File: src/rtl/clock_pkg.sv
// Shared BCD types, terminal values and digit helpers for the
// time-of-day counter.
package clock_pkg;

    typedef logic [7:0] bcd8_t;

    typedef struct packed {
        logic  wrap;
        bcd8_t val;
    } bcd_inc_t;

    localparam bcd8_t BCD_SEC_MAX  = 8'h59;
    localparam bcd8_t BCD_MIN_MAX  = 8'h59;
    localparam bcd8_t BCD_HOUR_MAX = 8'h23;

    localparam int PRE_W = 10;

    // Two-digit BCD increment that wraps to 00 at the terminal value.
    function automatic bcd_inc_t bcd_inc(input bcd8_t v, input bcd8_t max);
        bcd_inc_t r;
        r.wrap = 1'b0;
        r.val  = 8'h00;
        if (v >= max) begin
            r.wrap = 1'b1;
            r.val  = 8'h00;
        end else if (v[3:0] >= 4'd9) begin
            r.val = {v[7:4] + 4'd1, 4'd0};
        end else begin
            r.val = {v[7:4], v[3:0] + 4'd1};
        end
        return r;
    endfunction

    function automatic logic bcd_legal(input bcd8_t v, input bcd8_t max);
        return (v[3:0] <= 4'd9) && (v[7:4] <= 4'd9) && (v <= max);
    endfunction

endpackage

File: src/rtl/bcd_mod_counter.sv
// Two-digit BCD modulo counter with load priority over increment;
// wrap flags an increment taken at the terminal value.
module bcd_mod_counter
    import clock_pkg::*;
#(
    parameter bcd8_t MAX = 8'h59
) (
    input  logic       clk,
    input  logic       rst,
    input  logic       inc,
    input  logic       load,
    input  logic [7:0] load_val,
    output logic [7:0] value,
    output logic       wrap
);

    bcd8_t    value_q;
    bcd8_t    value_d;
    bcd_inc_t nxt;

    always_comb begin
        nxt     = bcd_inc(value_q, MAX);
        value_d = value_q;
        if (load) begin
            value_d = load_val;
        end else if (inc) begin
            value_d = nxt.val;
        end
    end

    always_ff @(posedge clk) begin
        if (rst) begin
            value_q <= 8'h00;
        end else begin
            value_q <= value_d;
        end
    end

    assign value = value_q;
    assign wrap  = inc & ~load & nxt.wrap;

endmodule

File: src/rtl/time_counter.sv
// BCD hh:mm:ss counter with preset, adjust, prescaled tick and carries.
// Optional hourly chime built when HOURLY_CHIME_EN is defined.
module time_counter
    import clock_pkg::*;
#(
    parameter int    TICK_DIV = 1,
    parameter bcd8_t SEC_MAX  = 8'h59
) (
    input  logic       CP,
    input  logic       CR,
    input  logic       tick_in,
    input  logic       run_en,
    input  logic       PE,
    input  logic [7:0] pre_hour,
    input  logic [7:0] pre_min,
    input  logic       adj_min,
    input  logic       adj_hour,
    output logic [7:0] show_hour,
    output logic [7:0] show_min,
    output logic [7:0] show_sec,
    output logic       sec_carry,
    output logic       min_carry,
    output logic       day_carry,
    output logic       pre_err,
    output logic       chime
);

    localparam logic [PRE_W-1:0] DIV_LAST = PRE_W'(TICK_DIV - 1);

    logic [PRE_W-1:0] div_q;
    logic [PRE_W-1:0] div_d;

    logic qtick;
    logic adj_any;
    logic pre_ok;
    logic pre_load;
    logic adv;

    logic sec_wrap;
    logic min_wrap;
    logic hour_wrap;
    logic min_inc;
    logic hour_inc;

    logic sec_carry_q, sec_carry_d;
    logic min_carry_q, min_carry_d;
    logic day_carry_q, day_carry_d;
    logic pre_err_q,   pre_err_d;

    assign qtick    = tick_in & run_en;
    assign adj_any  = adj_min | adj_hour;
    assign pre_ok   = bcd_legal(pre_hour, BCD_HOUR_MAX)
                    & bcd_legal(pre_min, BCD_MIN_MAX);
    assign pre_load = PE & pre_ok;

    // A lower-priority event is dropped, never queued.
    assign adv = ~PE & ~adj_any & qtick & (div_q == DIV_LAST);

    always_comb begin
        div_d = div_q;
        if (PE || adj_any) begin
            div_d = '0;
        end else if (qtick) begin
            div_d = (div_q == DIV_LAST) ? '0 : div_q + 1'b1;
        end
    end

    assign min_inc  = (adv & sec_wrap) | (~PE & adj_min);
    assign hour_inc = (adv & sec_wrap & min_wrap) | (~PE & adj_hour);

    always_comb begin
        sec_carry_d = adv & sec_wrap;
        min_carry_d = adv & sec_wrap & min_wrap;
        day_carry_d = adv & sec_wrap & min_wrap & hour_wrap;
        pre_err_d   = PE & ~pre_ok;
    end

    always_ff @(posedge CP) begin
        if (CR) begin
            div_q       <= '0;
            sec_carry_q <= 1'b0;
            min_carry_q <= 1'b0;
            day_carry_q <= 1'b0;
            pre_err_q   <= 1'b0;
        end else begin
            div_q       <= div_d;
            sec_carry_q <= sec_carry_d;
            min_carry_q <= min_carry_d;
            day_carry_q <= day_carry_d;
            pre_err_q   <= pre_err_d;
        end
    end

    bcd_mod_counter #(.MAX(SEC_MAX)) u_sec (
        .clk      (CP),
        .rst      (CR),
        .inc      (adv),
        .load     (pre_load),
        .load_val (8'h00),
        .value    (show_sec),
        .wrap     (sec_wrap)
    );

    bcd_mod_counter #(.MAX(BCD_MIN_MAX)) u_min (
        .clk      (CP),
        .rst      (CR),
        .inc      (min_inc),
        .load     (pre_load),
        .load_val (pre_min),
        .value    (show_min),
        .wrap     (min_wrap)
    );

    bcd_mod_counter #(.MAX(BCD_HOUR_MAX)) u_hour (
        .clk      (CP),
        .rst      (CR),
        .inc      (hour_inc),
        .load     (pre_load),
        .load_val (pre_hour),
        .value    (show_hour),
        .wrap     (hour_wrap)
    );

    assign sec_carry = sec_carry_q;
    assign min_carry = min_carry_q;
    assign day_carry = day_carry_q;
    assign pre_err   = pre_err_q;

`ifdef HOURLY_CHIME_EN
    logic chime_q;
    logic chime_d;

    // Starts on the tick into xx:00:00, ends on the tick into xx:00:05.
    always_comb begin
        chime_d = chime_q;
        if (PE || adj_any) begin
            chime_d = 1'b0;
        end else if (adv && sec_wrap && min_wrap) begin
            chime_d = 1'b1;
        end else if (adv && show_sec == 8'h04) begin
            chime_d = 1'b0;
        end
    end

    always_ff @(posedge CP) begin
        if (CR) begin
            chime_q <= 1'b0;
        end else begin
            chime_q <= chime_d;
        end
    end

    assign chime = chime_q;
`else
    assign chime = 1'b0;
`endif

endmodule

File: config.mk
export PLATFORM = sky130hd
export DESIGN_NAME = time_counter
export DESIGN_NICKNAME = d
export VERILOG_FILES = /design/src/rtl/clock_pkg.sv /design/src/rtl/bcd_mod_counter.sv /design/src/rtl/time_counter.sv
export SDC_FILE = /design/constraint.sdc
export NUM_CORES = 1
export LEC_CHECK = 0
export CAP_MARGIN = 5
export CORE_MARGIN = 5
export CORE_UTILIZATION = 30
export DETAILED_ROUTE_END_ITERATION = 10
export PLACE_DENSITY = 0.57
export SLEW_MARGIN = 20
export SYNTH_ARGS = -nofsm -noshare
export SYNTH_HDL_FRONTEND = slang
export SYNTH_SLANG_ARGS = --single-unit
File: constraint.sdc
create_clock -name CP -period 2.7 [get_ports CP]
set_clock_uncertainty 0.2 [all_clocks]
set_input_delay 0.675 -clock CP [delete_from_list [all_inputs] [get_ports CP]]
set_output_delay 0.675 -clock CP [all_outputs]
set_load 0.02 [all_outputs]
[Yosys cells after proc, flatten, opt, wreduce, memory -nomap -nowiden]
Cells that the tools add are included.
Word-level totals
  output and inout bits: 29
  memory bits (writable): 0
  bits in registers: 38
  memories: 0
  memory bits (read-only): 0
  input port bits: 23
  bits in latches: 0
  word-level logic and storage cells: 85
Operators by class
  $add $sub $neg: 7
  div/mod/pow operators: 0
  bitwise gates (word level): 25
  shifts and indexed selects: 0
  multiply operators: 0
  magnitude comparators: 12
  reductions and logical operators: 16
  eq/ne operators: 0
  muxes and demuxes: 14
Operators by type and width (count)
  8-bit 2-to-1 mux: 10
  4-bit by 1-bit adder with 4-bit output (second input constant): 6
  1-bit AND: 18
  8-bit by 7-bit greater-or-equal comparator with 1-bit output (second input constant): 2
  4-bit less-or-equal comparator (second input constant): 4
  4-bit greater-or-equal comparator (second input constant): 3
  10-bit by 1-bit adder with 10-bit output (second input constant): 1
  10-bit zero test: 1
  10-bit 2-to-1 mux: 1
  8-bit by 6-bit greater-or-equal comparator with 1-bit output (second input constant): 1
  8-bit by 6-bit less-or-equal comparator with 1-bit output (second input constant): 1
  8-bit by 7-bit less-or-equal comparator with 1-bit output (second input constant): 1
  2-bit AND reduction: 3
  2-bit nonzero test: 3
  3-bit nonzero test: 2
  1-bit logical AND: 4
  1-bit inverter: 4
  2-bit OR reduction: 2
  1-bit 2-to-1 mux: 3
  1-bit bitwise OR: 3
  1-bit logical OR: 1

[Depth between registers and ports, before layout]
Gate-level depths: netlist of the first run.
  depth after elaboration: 17
  depth in mapped cells: 8
  gate-level depth less buffers: 8

[Hierarchy]
Synthesis of the first run repeated with hierarchy kept, for this count alone.
Unflattened totals
  cells, all modules: 267
  area, all modules: 2349.8 um^2
Modules (own cells, without submodules)
  bcd_mod_counter at u_min ...: sequential area each 160.2 um^2, cells an instance 62, area an instance 555.5 um^2, instances 2
  time_counter: sequential area each 280.3 um^2, cells an instance 80, area an instance 713.2 um^2, instances 1
  bcd_mod_counter at u_hour: sequential area each 160.2 um^2, cells an instance 63, area an instance 525.5 um^2, instances 1

[Worst setup path after synthesis of the first run]
No wires, ideal clock.
  path type: input to register
  start: in PE
  end: reg u_hour.value_q[3], in the netlist u_hour.value[3]
  data arrival time: 2.433 ns
  stages: 6
  data required time: 2.378 ns
  path slack: -0.055 ns
  setup time: 0.122 ns
  buffers on the path: 0
  cell sequence: or3_2 nor4_4 o2111ai_4 nand3_1 a211oi_1 a221o_1
Between the ends
  word-level cells in the longest chain between the ends: 13
  elaborated cells between the ends (all ways): 18
  those cells by class: mux: 1; bitwise: 16; reduce/logical: 1
RTL lines
  from (decl): RTL line time_counter.sv:13  | input logic PE,
  1-bit inverter: RTL line time_counter.sv:57, time_counter.sv:68, time_counter.sv:69
  1-bit AND (3 in a row): RTL line time_counter.sv:57  | assign adv = ~PE & ~adj_any & qtick & (div_q == DIV_LAST);
  1-bit AND (2 in a row): RTL line bcd_mod_counter.sv:40  | assign wrap = inc & ~load & nxt.wrap;
  1-bit AND: RTL line time_counter.sv:68, time_counter.sv:69
  1-bit bitwise OR: RTL line time_counter.sv:68  | assign min_inc = (adv & sec_wrap) | (~PE & adj_min);
  1-bit AND (2 in a row): RTL line bcd_mod_counter.sv:40
  1-bit AND: RTL line time_counter.sv:69  | assign hour_inc = (adv & sec_wrap & min_wrap) | (~PE & adj_hour);
  1-bit bitwise OR: RTL line time_counter.sv:69
  2-bit nonzero test (no source line)
  to (signal assigned): RTL line bcd_mod_counter.sv:35  | value_q <= value_d;
  to (decl): RTL line bcd_mod_counter.sv:17  | bcd8_t value_q;
Parallel ways exist; a longest one is shown, timed or not.
A chain may end at the register's enable or synchronous reset.

[Final worst setup path of the first run]
  start: in adj_min
  end: reg u_hour.value_q[2], in the netlist u_hour.value[2]
Between the ends
  word-level cells in the longest chain between the ends: 14
  elaborated cells between the ends (all ways): 15
  those cells by class: bitwise: 14; reduce/logical: 1
RTL lines
  from (decl): RTL line time_counter.sv:16  | input logic adj_min,
  1-bit bitwise OR: RTL line time_counter.sv:51  | assign adj_any = adj_min | adj_hour;
  1-bit inverter: RTL line time_counter.sv:57
  1-bit AND (3 in a row): RTL line time_counter.sv:57
  1-bit AND (2 in a row): RTL line bcd_mod_counter.sv:40
  1-bit AND: RTL line time_counter.sv:68, time_counter.sv:69
  1-bit bitwise OR: RTL line time_counter.sv:68
  1-bit AND (2 in a row): RTL line bcd_mod_counter.sv:40
  1-bit AND (*): RTL line time_counter.sv:69
  1-bit bitwise OR (*): RTL line time_counter.sv:69
  2-bit nonzero test (no source line) (*)
Every way passes the cells marked *; elsewhere a longest branch is shown, timed or not.

==> reports/qor.txt, run 1 <==
Critical Path RT: 2730 ps
Initial Util: 0.304
Initial DRC Count: 34
Placer Congestion: 0.856
CTS H-tree depth: 2
worst-skew pair later-pin latency: 290 ps
die width: 95.0 um
Yosys cell types: 56
Comb power frac: 0.145
VDD IR max: 0.214 mV
#FFs+latches synth: 38
sequential area share after synthesis: 0.351
Avg Vias per Cell: 4.80
Largest delay share family, worst path: simple AND/OR/NAND/NOR gates
FILL cells: 718
Setup crit start kind: input pin
Min Clock Period, post-route: 2580 ps
clk sinks: 38
routed via count: 2059
Cell Rows: 31
wire per inst: 13.2 um
largest net degree at the start of global routing: 13
GRT Total Usage: 0.130
clk buf depth: 2
Worst Path Buf+Inv: 1
fin util: 0.441
Remaining Overflow, GRT: 0
# hold bufs at CTS: 0
HPWL after DPL: 4.41 mm
antenna viol nets, final: 0
multi-input logic area: 1360 um^2
Initial DRT Pass Iterations: 4
Layout area overhead: 45.0%
fin area: 3150 um^2
cell area after placement: 3030 um^2
IO Count: 52
ant diodes: 0
WL final: 5.65 mm
area of the core: 7140 um^2
Reg clk slew, reported paths: 80 ps
synthesized cell area: 2170 um^2
fmax: 387 MHz
CTS Root Cell: clkbuf_8
final period utilization: 0.956
number of global-route vias before repair: 1976
top_reg_cell synth: dfxtp_1
critical path data arrival time: 2620 ps
first-pass GRT wire length: 9.29 mm
Worst Setup End Kind: flop
# nets final: 370
Final Hold Fails: 0
final setup violating endpoints: 0
P_int: 0.000832 W
Slew Limit Fails: 0
Mapped Cells: 247
Post-synth ARST share: 0
CP Class: in2reg
TritonCTS buffer count: 5
PortBufs: 50
LEAKAGE: 1.23 nW
Max Cap Violations: 0
Reg power frac: 0.518
switching share of power: 0.249
die height: 95.0 um
P per Cell Area: 352 nW/um^2
TritonCTS clock tree: done
unrepaired setup endpoints after global routing: no
register area: 761 um^2
sw power: 0.000276 W
status: completed
syn_nets: 287
CP peak stage delay: 420 ps
# DRC: 0
Synth Warn #: 0
total die area: 9030 um^2
worst-path cell chain: dlygate4sd2_1, or3_4, nor4_4, o2111ai_4, a2111oi_4, nand4_1, nand3_1
Worst path slowest cell: a2111oi_4
clock network fraction of design power: 0.337
worst hold path class: reg2reg
Worst Path Max Fanout: 3
EDFF count, synth: 0
layout cell share with drive strength beyond 1: 0.173
Syn Area/Cell: 8.78 um^2
initial antenna violation count: 0
-- area by class of cell --
| class | instances | area share |
|---|---|---|
| clock buffer | 7 | 0.0243 |
| timing repair buffer | 83 | 0.245 |
| inverter | 14 | 0.0167 |
| tap | 99 | 0.0394 |
| sequential | 38 | 0.242 |
| multi-input combinational | 188 | 0.433 |
-- flip-flops by register name, indices dropped and copies added, names as in the netlist --
| name | cells |
|---|---|
| day_carry | 1 |
| u_sec.value | 8 |
| sec_carry | 1 |
| div_q | 10 |
| u_min.value | 8 |
| u_hour.value | 8 |
| pre_err | 1 |
| min_carry | 1 |
-- power by group through the flow --
stage | registers, W | clock network, W | logic, W
CTS | 0.000574 | 0.000390 | 0.000159
global placement | 0.000587 | 0 | 0.000156
finish | 0.000574 | 0.000373 | 0.000161
global route | 0.000575 | 0.000412 | 0.000175
floorplan | 0.000595 | 0 | 0.0000573
detailed placement | 0.000587 | 0 | 0.000157
-- path summary, 6_finish.rpt --
path                                      start              end  slack, ps  cells past startpoint
worst max-delay path                    adj_min  u_hour.value[2]        120                      7
worst min-delay path            u_hour.value[7]  u_hour.value[7]        290                      1
worst max register to register   u_min.value[1]  u_hour.value[2]        160                      9
worst min register to register  u_hour.value[7]  u_hour.value[7]        290                      1
-- routing by layer --
| layer | up-vias | routed length, um | global-route usage | share of wire |
|---|---|---|---|---|
| met5 | - | 0 | 0 | 0 |
| met4 | 0 | 82 | 0.0481 | 0.015 |
| met3 | 7 | 229 | 0.0308 | 0.041 |
| met2 | 42 | 2620 | 0.210 | 0.46 |
| met1 | 955 | 2710 | 0.169 | 0.48 |
| li1 | 1055 | - | - | - |
-- per-stage QoR --
| stage | std cells | setup slack, ps | TNS, ps | power, W | hold slack (ps) |
|---|---|---|---|---|---|
| 5_1_grt | 429 | 14.6 | 0 | 0.00116 | 321 |
| 4_1_cts | 429 | 44.4 | 0 | 0.00112 | 295 |
| 6_report | 429 | 119 | 0 | 0.00111 | 295 |
| 3_5_place_dp | 421 | -464 | -8910 | 0.000745 | 286 |
| 3_3_place_gp | 421 | -426 | -8820 | 0.000743 | 278 |
| 2_1_floorplan | 247 | 14.3 | 0 | 0.000652 | 262 |
-- cell usage after synthesis, types with 3 or more instances --
cell / n / area, um^2
inv_1: 14 / 52.6
ha_1: 17 / 213
xnor2_1: 5 / 43.8
a21oi_1: 11 / 55.1
xor2_1: 10 / 87.6
nor3b_1: 3 / 22.5
nor3_1: 9 / 45.0
nor2_1: 28 / 105
and3_1: 7 / 43.8
nor4_1: 3 / 18.8
o31ai_1: 3 / 22.5
nand2_1: 17 / 63.8
nand2b_1: 6 / 37.5
clkbuf_1: 4 / 15.0
nand3_1: 12 / 60.1
nand4_1: 3 / 18.8
a211oi_1: 10 / 75.1
dfxtp_1: 38 / 761
-- kinds of logic after synthesis --
kind of cell / share of synthesized area
DFF: 0.351
other: 0.00173
and+or+nand+nor: 0.258
muxes: 0.00923
buffers and inverters: 0.0392
AOI/OAI and AO/OA: 0.183
adders and majority gates: 0.0980
xor gates and xnor gates: 0.0606
-- repair_timing --
action	in CTS	in global routing
buffers inserted	1	0
endpoints found under the hold margin	0	0
resized for setup	6	5
setup endpoints to repair	22	21
pin swaps	7	1
-- cell usage in the layout (no fill, tap or decap), types with 5 or more instances in the layout --
cell	synthesis	final
xor2_1	10	10
xnor2_1	5	5
ha_1	17	17
dfxtp_1	38	38
buf_4	1	31
a211oi_1	10	10
nand3_1	12	11
clkdlybuf4s50_1	0	47
inv_1	14	14
nor2_1	28	28
a21oi_1	11	10
nand2_1	17	16
clkbuf_8	0	5
nand2b_1	6	6
nor3_1	9	9
and3_1	7	6
Power figures use the tool's default switching activity.
==> run 2: changes to the inputs <==
--- a/config.mk
+++ b/config.mk
@@ -5,6 +5,7 @@
 export SDC_FILE = /design/constraint.sdc
 export NUM_CORES = 1
 export LEC_CHECK = 0
+export ABC_CLOCK_PERIOD_IN_PS = 2700
 export CAP_MARGIN = 5
 export CORE_MARGIN = 5
 export CORE_UTILIZATION = 30
@@ -14,3 +15,4 @@
 export SYNTH_ARGS = -nofsm -noshare
 export SYNTH_HDL_FRONTEND = slang
 export SYNTH_SLANG_ARGS = --single-unit
+export TNS_END_PERCENT = 10
==> run 2 against run 1 <==
  * Hold slack worse by 6.4 ps
  * Worst setup slack worse by 7.6 ps
  * Fmax down 0.29%
  * Sequential power about the same
  * Flip-flop and latch count unchanged
  * Clock power up 30%
  * Clock-buffer cell count down 1
  * Critical path type unchanged
  * Critical endpoint unchanged
  * Largest cell class unchanged
  * Highest routed layer unchanged
==> reports/qor.txt, run 2 (synthesis gave the netlist of run 1 again) <==
clock network fraction of design power: 0.398 (+0.061)
Worst Setup End Kind: flop
# DRC: 0 (unchanged)
clk buf depth: 2 (unchanged)
unrepaired setup endpoints after global routing: no
P_int: 0.000949 W (+14%)
worst hold slack: 288 ps (-6.37 ps)
routed via count: 2043 (-0.78%)
fmax: 386 MHz (-0.29%)
cell area after placement: 3020 um^2 (-0.33%)
switching share of power: 0.221 (-0.0282)
worst hold path class: reg2reg
FILL cells: 705 (-1.8%)
final setup violating endpoints: 0 (unchanged)
Setup crit start kind: input pin
die width: 95.0 um (unchanged)
CTS Root Cell: clkbuf_8
sw power: 0.000269 W (-2.5%)
multi-input logic area: 1350 um^2 (-0.83%)
TritonCTS clock tree: done
GRT Total Usage: 0.127 (-0.00346)
Hold Path End: u_hour.value[6]
commonest non-fill, non-tap cell in the layout: clkdlybuf4s50_1
r2r setup slk: 200 ps (+40 ps)
critical path data arrival time: 2620 ps (about the same)
PortBufs: 50 (unchanged)
Worst Path Max Fanout: 5 (+2)
first-pass GRT wire length: 9.07 mm (-2.3%)
largest net degree at the start of global routing: 22 (+9)
Reg-to-Reg End: u_hour.value[1]
Remaining Overflow, GRT: 0 (unchanged)
Max Cap Violations: 0 (unchanged)
Hold Crit Start: u_hour.value[6]
VDD IR max: 0.160 mV (-25%)
Largest register FFs: 10 (unchanged)
LEAKAGE: 1.27 nW (+3.2%)
PnR Total Power: 0.00122 W (+10%)
IO Count: 52 (unchanged)
Cell Rows: 31 (unchanged)
FF-to-FF path depth: 9 (unchanged)
Initial DRT Pass Iterations: 4 (unchanged)
crit path from: PE
CP Class: in2reg
register area: 761 um^2 (unchanged)
Slew Limit Fails: 0 (unchanged)
Finished Layout Cells: 429 (unchanged)
number of global-route vias before repair: 1920 (-2.8%)
CTS H-tree depth: 2 (unchanged)
Initial Util: 0.304 (unchanged)
commonest non-fill, non-tap cells in the layout: clkdlybuf4s50_1, dfxtp_1, buf_4
# nets final: 370 (unchanged)
Reg power frac: 0.471 (-0.047)
Placer Congestion: 0.768 (-10%)
total die area: 9030 um^2 (unchanged)
setup tns final: 0 ps (unchanged)
# hold bufs at CTS: 0 (unchanged)
P per Cell Area: 383 nW/um^2 (+8.8%)
Initial DRC Count: 63 (+85%)
final period utilization: 0.959 (+0.00281)
antenna viol nets, final: 0 (unchanged)
die height: 95.0 um (unchanged)
initial antenna violation count: 0 (unchanged)
worst-skew pair later-pin latency: 280 ps (about the same)
DP Cell Count: 420 (-0.24%)
Avg Vias per Cell: 4.76 (-0.78%)
ant diodes: 0 (unchanged)
WL final: 5.43 mm (-3.8%)
hold path depth: 1 (unchanged)
worst flop-to-flop path startpoint: u_min.value[1]
wire per inst: 12.7 um (-3.8%)
Reg clk slew, reported paths: 70 ps (about the same)
Final Hold Fails: 0 (unchanged)
fin area: 3180 um^2 (+1.0%)
status: completed
Top reg by flops: div_q
Min Clock Period, post-route: 2590 ps (+7.59 ps)
TritonCTS buffer count: 5 (unchanged)
Critical Path RT: 2730 ps (about the same)
layout cell share with drive strength beyond 1: 0.179 (+0.00606)
HPWL after DPL: 4.38 mm (-0.74%)
Layout area overhead: 46.5%
area of the core: 7140 um^2 (unchanged)
clk sinks: 38 (unchanged)
Comb power frac: 0.131 (-0.014)
==> run 2: cell types whose count changed in the layout (fill, tap and decap cells not counted), sizes merged <==
| cell | delta |
|---|---|
| dlygate4sd2 | -2 |
| clkbuf | -1 |
| bufinv | +1 |
| dlymetal6s2s | +2 |
==> run 2: stage by stage <==
| step | util | setup WS [ps] |
|---|---|---|
| final | 0.445 | 111 |
| after global routing | 0.445 | 40.0 |
| after CTS | 0.441 | 0.211 |
| after detailed placement | 0.424 | -581 |
| after global placement | 0.424 | -535 |
| after floorplan | - | -9.02 |
==> run 2: power groups by stage <==
stage / logic [W] / clock network, W / registers (W)
finish: 0.000159 / 0.000485 / 0.000574
global route: 0.000174 / 0.000525 / 0.000575
CTS: 0.000159 / 0.000502 / 0.000574
detailed placement: 0.000157 / 0 / 0.000587
global placement: 0.000156 / 0 / 0.000587
floorplan: 0.0000570 / 0 / 0.000595
==> run 2: how the worst max path moves through the flow <==
| stage | endpoint | slack, ps | cells after the start |
|---|---|---|---|
| global route | u_hour.value[2] | 40 | 8 |
| global placement | u_sec.value[6] | -540 | 7 |
| finish | u_hour.value[2] | 110 | 8 |
| floorplan | u_hour.value[2] | -9 | 6 |
| CTS | u_hour.value[2] | 0.2 | 8 |
| detailed placement | u_hour.value[2] | -580 | 7 |
==> run 2: what timing repair did <==
action | in CTS | in global routing
gates resized for setup | 3 | 8
buffers inserted | 1 | 1
pin swaps | 3 | 4
setup endpoints to repair | 23 | 12
==> run 2: final cells by class <==
type | count | area share
Timing Repair Buffer | 83 | 0.244
Clock inverter | 1 | 0.00945
Inverter | 14 | 0.0165
Clock buffer | 6 | 0.0260
Tap cell | 99 | 0.0390
Sequential cell | 38 | 0.239
Multi-Input combinational cell | 188 | 0.425
==> run 2: layer usage <==
layer  up-vias  part of all wire  track usage
li1       1050                 -            -
met1       940              0.45        0.163
met2        47              0.48        0.212
met3         6             0.062       0.0300
met4         0             0.010       0.0361
met5         -                 0            0
==> run 2: worst max-delay path, cell delays in order <==
cell and delay, ps:
dlygate4sd2_1 290, or3_4 430, nor4_4 270, buf_4 170, o2111ai_4 150, a2111oi_4 410, nand4_1 130, nand3_1 90
==> run 3: changes to the inputs <==
--- a/config.mk
+++ b/config.mk
@@ -10,7 +10,7 @@
 export CORE_MARGIN = 5
 export CORE_UTILIZATION = 30
 export DETAILED_ROUTE_END_ITERATION = 10
-export PLACE_DENSITY = 0.57
+export SKIP_CTS_REPAIR_TIMING = 1
 export SLEW_MARGIN = 20
 export SYNTH_ARGS = -nofsm -noshare
 export SYNTH_HDL_FRONTEND = slang
==> run 3 against run 2 <==
  * Die area unchanged
  * Routed wire length is 2.1% higher
  * First-iteration DRC count increased by 70%
  * Critical path depth unchanged
  * Flip-flop and latch count is the same
  * Worst setup slack improved by 14 ps
  * Fmax rose by 0.52%
==> reports/qor.txt, run 3 (synthesis gave the netlist of run 1 again) <==
Setup crit start kind: input pin
fin area: 3170 um^2 (-0.43%)
P_int: 0.000923 W (-2.7%)
Reg power frac: 0.475 (+0.004)
CTS H-tree depth: 2 (unchanged)
fin util: 0.444 (-0.00193)
critical path data arrival time: 2590 ps (-30 ps)
VDD IR max: 0.159 mV (-0.30%)
sw power: 0.000287 W (+6.6%)
Reg clk slew, reported paths: 80 ps (about the same)
first-pass GRT wire length: 9.43 mm (+3.9%)
unrepaired setup endpoints after global routing: yes
wire per inst: 12.9 um (+1.9%)
Initial DRC Count: 107 (+70%)
PnR Total Power: 0.00121 W (-0.69%)
DP Cell Count: 422 (+0.48%)
commonest non-fill, non-tap cell in the layout: clkdlybuf4s50_1
CP Class: in2reg
Initial DRT Pass Iterations: 4 (unchanged)
antenna viol nets, final: 0 (unchanged)
# nets final: 370 (unchanged)
total die area: 9030 um^2 (unchanged)
cell area after placement: 3030 um^2 (about the same)
worst-skew pair later-pin latency: 290 ps (about the same)
P per Cell Area: 382 nW/um^2 (-0.26%)
Worst Setup End Kind: flop
Worst Path Max Fanout: 5 (unchanged)
FILL cells: 725 (+2.8%)
# DRC: 0 (unchanged)
switching share of power: 0.237 (+0.0161)
number of global-route vias before repair: 1979 (+3.1%)
die width: 95.0 um (unchanged)
Cell Rows: 31 (unchanged)
Critical Path RT: 2710 ps (-20 ps)
GRT Total Usage: 0.130 (+0.00346)
final period utilization: 0.954 (-0.00500)
clock network fraction of design power: 0.396 (-0.002)
Layout area overhead: 45.9%
ant diodes: 0 (unchanged)
WL final: 5.54 mm (+2.1%)
final setup violating endpoints: 0 (unchanged)
initial antenna violation count: 0 (unchanged)
routed via count: 2065 (+1.1%)
Initial Util: 0.304 (unchanged)
IO Count: 52 (unchanged)
area of the core: 7140 um^2 (unchanged)
register area: 762 um^2 (+0.16%)
Largest register FFs: 10 (unchanged)
die height: 95.0 um (unchanged)
Remaining Overflow, GRT: 0 (unchanged)
TritonCTS buffer count: 5 (unchanged)
worst hold path class: reg2reg
clk buf depth: 2 (unchanged)
LEAKAGE: 1.27 nW (-0.12%)
largest net degree at the start of global routing: 15 (-32%)
Min Clock Period, post-route: 2580 ps (-13.5 ps)
CTS Root Cell: clkbuf_8
commonest non-fill, non-tap cells in the layout: clkdlybuf4s50_1, dfxtp_1, buf_4
multi-input logic area: 1350 um^2 (-0.19%)
Comb power frac: 0.129 (-0.002)
Avg Vias per Cell: 4.80 (+0.84%)
fmax: 388 MHz (+0.52%)
Final Hold Fails: 0 (unchanged)
HPWL after DPL: 4.39 mm (+0.22%)
Top reg by flops: div_q
r2r setup slk: 150 ps (-50 ps)
status: completed
Slew Limit Fails: 0 (unchanged)
PortBufs: 50 (unchanged)
Max Cap Violations: 0 (unchanged)
clk sinks: 38 (unchanged)
worst hold slack: 293 ps (+4.40 ps)
TritonCTS clock tree: done
Finished Layout Cells: 430 (+0.23%)
layout cell share with drive strength beyond 1: 0.181 (+0.00248)
Placer Congestion: 0.805 (+4.8%)
-- run 3: cell type report --
cell class                      count  share of cell area
Tap cell                           99              0.0391
Clock inverter                      3              0.0126
Clock buffer                        5              0.0217
Multi-Input combinational cell    188               0.426
Inverter                           14              0.0166
Sequential cell                    38               0.241
Timing Repair Buffer               83               0.243
-- run 3: per-stage QoR --
stage	TNS, ps	setup slack (ps)
after floorplan	-13.6	-9.02
after global placement	-10160	-523
after detailed placement	-11220	-558
final	0	125
after CTS	-3980	-268
after global routing	-52.6	-40.2
-- run 3: worst max-delay path, stage by stage --
cell,delay (ps)
clkdlybuf4s50_1,430
a2111oi_2,410
and3_2,280
nand2_1,120
buf_4,190
a31oi_4,220
nor2_1,60
a211oi_1,190
-- run 3: final timing paths --
check             startpoint         endpoint  cells after the start
min          u_hour.value[7]  u_hour.value[7]                      1
max reg2reg   u_min.value[1]  u_hour.value[1]                      9
min reg2reg  u_hour.value[7]  u_hour.value[7]                      1
max               pre_min[6]  u_hour.value[4]                      8
-- run 3: power by group through the flow --
stage,combinational (W),clock [W],sequential (W)
final,0.000156,0.000479,0.000575
after global routing,0.000172,0.000518,0.000576
after CTS,0.000155,0.000496,0.000575
after detailed placement,0.000154,0,0.000588
after global placement,0.000153,0,0.000588
after floorplan,0.0000570,0,0.000595
-- run 3: layer usage --
layer	global-route usage	share of wire	vias up
li1	-	-	1051
met1	0.175	0.48	969
met2	0.207	0.46	39
met3	0.0363	0.057	6
met4	0.0325	0.010	0
met5	0	0	-
